[src/rtl/fifo_axis_tx.sv]
// fifo_axis_tx: drains a first-word-fall-through FIFO into an AXI-Stream
// master packet of programmable length, with a fully registered output.
module fifo_axis_tx #(
    parameter int WIDTH    = 32,
    parameter int LEN_BITS = 12
) (
    input  logic                clk,
    input  logic                rst_n,
    input  logic                fifo_empty,
    input  logic [WIDTH-1:0]    fifo_data,
    output logic                fifo_r_ready,
    input  logic                cfg_start,
    input  logic [LEN_BITS-1:0] cfg_len,
    output logic                busy,
    output logic                done,
    output logic                m_axis_tvalid,
    input  logic                m_axis_tready,
    output logic [WIDTH-1:0]    m_axis_tdata,
    output logic                m_axis_tlast
);

    typedef enum logic [1:0] {
        IDLE  = 2'd0,
        RUN   = 2'd1,
        FLUSH = 2'd2
    } state_t;

    state_t              state;
    state_t              state_n;
    logic [LEN_BITS-1:0] rem;
    logic [LEN_BITS-1:0] rem_n;
    logic                done_n;
    logic                pop;
    logic                hs;
    logic                rem_one;

    // The output slot can be refilled when empty or emptying this edge.
    assign fifo_r_ready = (state == RUN) && (!m_axis_tvalid || m_axis_tready);
    assign pop          = fifo_r_ready && !fifo_empty;
    assign hs           = m_axis_tvalid && m_axis_tready;
    assign rem_one      = (rem == LEN_BITS'(1));
    assign busy         = (state != IDLE);

    always_comb begin
        state_n = state;
        rem_n   = rem;
        done_n  = 1'b0;
        unique case (state)
            IDLE: begin
                if (cfg_start) begin
                    if (cfg_len != '0) begin
                        rem_n   = cfg_len;
                        state_n = RUN;
                    end else begin
                        done_n = 1'b1;
                    end
                end
            end
            RUN: begin
                if (pop) begin
                    rem_n = rem - LEN_BITS'(1);
                    if (rem_one) begin
                        state_n = FLUSH;
                    end
                end
            end
            FLUSH: begin
                if (hs && m_axis_tlast) begin
                    state_n = IDLE;
                    done_n  = 1'b1;
                end
            end
            default: begin
                state_n = IDLE;
                rem_n   = '0;
            end
        endcase
    end

    always_ff @(posedge clk or negedge rst_n) begin
        if (!rst_n) begin
            state <= IDLE;
            rem   <= '0;
            done  <= 1'b0;
        end else begin
            state <= state_n;
            rem   <= rem_n;
            done  <= done_n;
        end
    end

    // Output register: a pop reloads it on the same edge as a handshake,
    // so back-to-back beats flow at one per cycle.
    always_ff @(posedge clk or negedge rst_n) begin
        if (!rst_n) begin
            m_axis_tvalid <= 1'b0;
            m_axis_tdata  <= '0;
            m_axis_tlast  <= 1'b0;
        end else if (pop) begin
            m_axis_tvalid <= 1'b1;
            m_axis_tdata  <= fifo_data;
            m_axis_tlast  <= rem_one;
        end else if (hs) begin
            m_axis_tvalid <= 1'b0;
            m_axis_tlast  <= 1'b0;
        end
    end

endmodule

[config.mk]
export PLATFORM = sky130hd
export DESIGN_NAME = fifo_axis_tx
export DESIGN_NICKNAME = d
export VERILOG_FILES = /design/src/rtl/fifo_axis_tx.sv
export SDC_FILE = /design/constraint.sdc
export NUM_CORES = 1
export LEC_CHECK = 0
export BUFFER_PORTS_ARGS = -buffer_cell sky130_fd_sc_hd__buf_2
export CORE_MARGIN = 4
export CORE_UTILIZATION = 45
export DETAILED_ROUTE_END_ITERATION = 8
export GPL_ROUTABILITY_DRIVEN = 1
export GPL_TIMING_DRIVEN = 1
export PLACE_DENSITY_LB_ADDON = 0.08
export SLEW_MARGIN = 5
export SYNTH_ARGS = -nofsm -noshare
export SYNTH_HDL_FRONTEND = slang
export SYNTH_SLANG_ARGS = --single-unit
[constraint.sdc]
create_clock -name clk -period 2.1 [get_ports clk]
set_input_delay 0.315 -clock clk [delete_from_list [all_inputs] [get_ports clk]]
set_output_delay 0.315 -clock clk [all_outputs]
set_load 0.02 [all_outputs]
==> results_dict.tcl <==
set metrics [dict create \
    status "completed" \
    dp_hpwl_mm 3.874 \
    seq_area_sq_mm 0.001226 \
    maxSlewViolCount 0 \
    hold_ws_ns 0.2396 \
    cts.repair.resized 0 \
    avgSynthCellArea_sq_um 12.32 \
    synth.distinct_cells 38 \
    core_area_sq_mm 0.004848 \
    cp.arrival_ns 1.97 \
    row_count 25 \
    vias 1881 \
    drc 0 \
    cts_buffers 5 \
    ios 86 \
    avgViaCountPerCell 5.374 \
    detail_route.wl_per_cell_microns 14.94 \
    cts_buffer_depth 2 \
    drtIter0Drc 95 \
    hold_path_depth 2 \
    grt_pass1_vias 1812 \
    ir_worst_vdd_v 0.0005315 \
    firstDrtPassIters 4 \
    final_cell_mix "buf_2 (85), dfrtp_1 (49), mux2_2 (31)" \
    rrSetupSlack_ns 0.33 \
    totalWireLength_mm 5.230 \
    critPathLaunch "rem[0]$_DFFE_PN0P_" \
    relSlewSlack 0.6502 \
    hold_start "fifo_data[27]" \
    finClkSkew_ns 0.003322 \
    synth-edff-count 0 \
    cap_violations 0 \
    n_fill_cell 414 \
    drive_above_1_share 0.4947 \
    dpl.cell_count 341 \
    multi_input_area_sq_um 993.5 \
    tightest_slew_ns 0.5247 \
    worstSetupEndpointType "flip-flop" \
    layout_setup_ws_ns 0.3314 \
    grt_overflow 0 \
    layout_commonest_cell "buf_2" \
    p_per_area_mw_per_mm2 985.6 \
    setup_viol 0 \
    reg2reg_from "rem[0]$_DFFE_PN0P_" \
    cts_setup_buffers 0 \
    reg2reg_to "rem[10]$_DFFE_PN0P_" \
    n_antenna_cell 0 \
    final_min_period_over_clock_period 0.8422 \
    clk_pin_slew_ns 0.09 \
    max_freq_ghz 0.5654 \
    grt_pass1_wl_mm 8.687 \
    synth_warnings 0 \
    postRouteAntennaNets 0 \
    hold_path.class "in2reg" \
    die_h_microns 79.74 \
    power_mw 2.910 \
    die-area_sq_mm 0.006358 \
    p_leak_nw 1.352 \
    nNetsFinal 333 \
    stdcell_count 350 \
    gp_congestion 0.8121 \
    hold_violations 0 \
    synth_seq_cells 49 \
    clock-sinks 49 \
    start_kind "flip-flop" \
    synth_flop_cell "dfrtp_1" \
    grt_util_all_layers 0.1727 \
    syn2layout_area_growth_pct 27.50 \
    port_buffers 85 \
    cts_tree "done" \
    async_flop_share 1.000 \
    hold_end "m_axis_tdata[27]$_DFFE_PN0P_" \
    period_needed_ns 1.769 \
    rsz0062_at_grt "false" \
    initial_core_util 0.4777 \
    fin_setup_tns_ns 0 \
    crit_required_ns 2.31 \
    die_x_microns 79.74 \
    cts_root_buf "clkbuf_8" \
    grt_max_degree 35 \
    dp_slack_ns 0.3804 \
    clkLatencyLatePin_ns 0.30 \
    antenna_found_initial 0 \
    netlist_area_sq_mm 0.002316 \
    synth_fp_nets 239 \
    yosysSeqAreaShare 0.5294 \
    rr_worst_depth 6 \
    synth_cells 188 \
    crit_path_max_fanout 7 \
    setup.worst_path.class "reg2reg" \
    htreeDepth 2 \
]
cell families after synthesis:
family	count (synthesis)	share of synthesized area
buf+inv	16	0.04160
fa+ha+maj	2	0.01080
flops	49	0.5294
mux	36	0.1729
simple gates	45	0.1264
compound gates	40	0.1189
worst max-delay path, cell delays in order, from the launching register on:
cell	delay, ns
dfrtp_1	0.41
inv_1	0.12
ha_1	0.19
nor3b_2	0.43
and2_1	0.21
a31oi_1	0.09
o31ai_1	0.22
report_power, final:
group	internal (mW)	switching [mW]	total, mW	leakage (nW)
logic	0.452	0.573	1.03	0.732
clock network	0.236	0.302	0.538	0.0385
registers	1.18	0.172	1.35	0.582
total	1.86	1.05	2.91	1.35
through the flow:
step             util  area, sq um
6_report       0.6090         2953
5_1_grt        0.6090         2953
4_1_cts        0.6090         2953
3_5_place_dp   0.5897         2859
3_3_place_gp   0.5897         2859
2_1_floorplan       -         2316
registers in the layout, indices dropped and copies added, names as in the netlist:
signal and cells:
done 1, m_axis_tdata 32, m_axis_tlast 1, m_axis_tvalid 1, rem 12, state 2
Yosys cell counts, types with 5 or more instances:
cell / count / area [sq um]
mux2_2: 31 / 349.1
nor2_1: 7 / 26.28
o21ai_0: 5 / 25.02
dfrtp_1: 49 / 1226
inv_1: 6 / 22.52
a31oi_1: 9 / 56.30
o31ai_1: 13 / 97.59
nor2b_1: 7 / 43.79
a21oi_1: 6 / 30.03
worst max path at each step:
stage	endpoint	depth (start not counted)
2_1_floorplan	m_axis_tdata[10]$_DFFE_PN0P_	4
3_3_place_gp	rem[8]$_DFFE_PN0P_	6
3_5_place_dp	rem[10]$_DFFE_PN0P_	6
4_1_cts	rem[8]$_DFFE_PN0P_	6
5_1_grt	rem[8]$_DFFE_PN0P_	6
6_report	rem[10]$_DFFE_PN0P_	6
metal layers:
metal / routed length, microns / GRT usage / part of all wire / vias up
met5: 0 / 0 / 0 / -
met4: 55 / 0.05068 / 0.011 / 0
met3: 373 / 0.04063 / 0.071 / 6
met2: 2554 / 0.2780 / 0.49 / 73
met1: 2246 / 0.2324 / 0.43 / 914
li1: - / - / - / 888
layout make-up:
cell class	count	area share
Sequential cell	49	0.4153
Multi-Input combinational cell	123	0.3364
Timing Repair Buffer	97	0.1839
Tap cell	67	0.02839
Clock buffer	7	0.02585
Inverter	6	0.007627
Clock inverter	1	0.002542
what timing repair did:
item,in CTS,in global routing
endpoints found under the hold margin,22,0
hold buffers,1,0
endpoints found under the setup margin,0,0
Note: power is estimated with default switching activity, not from simulation.
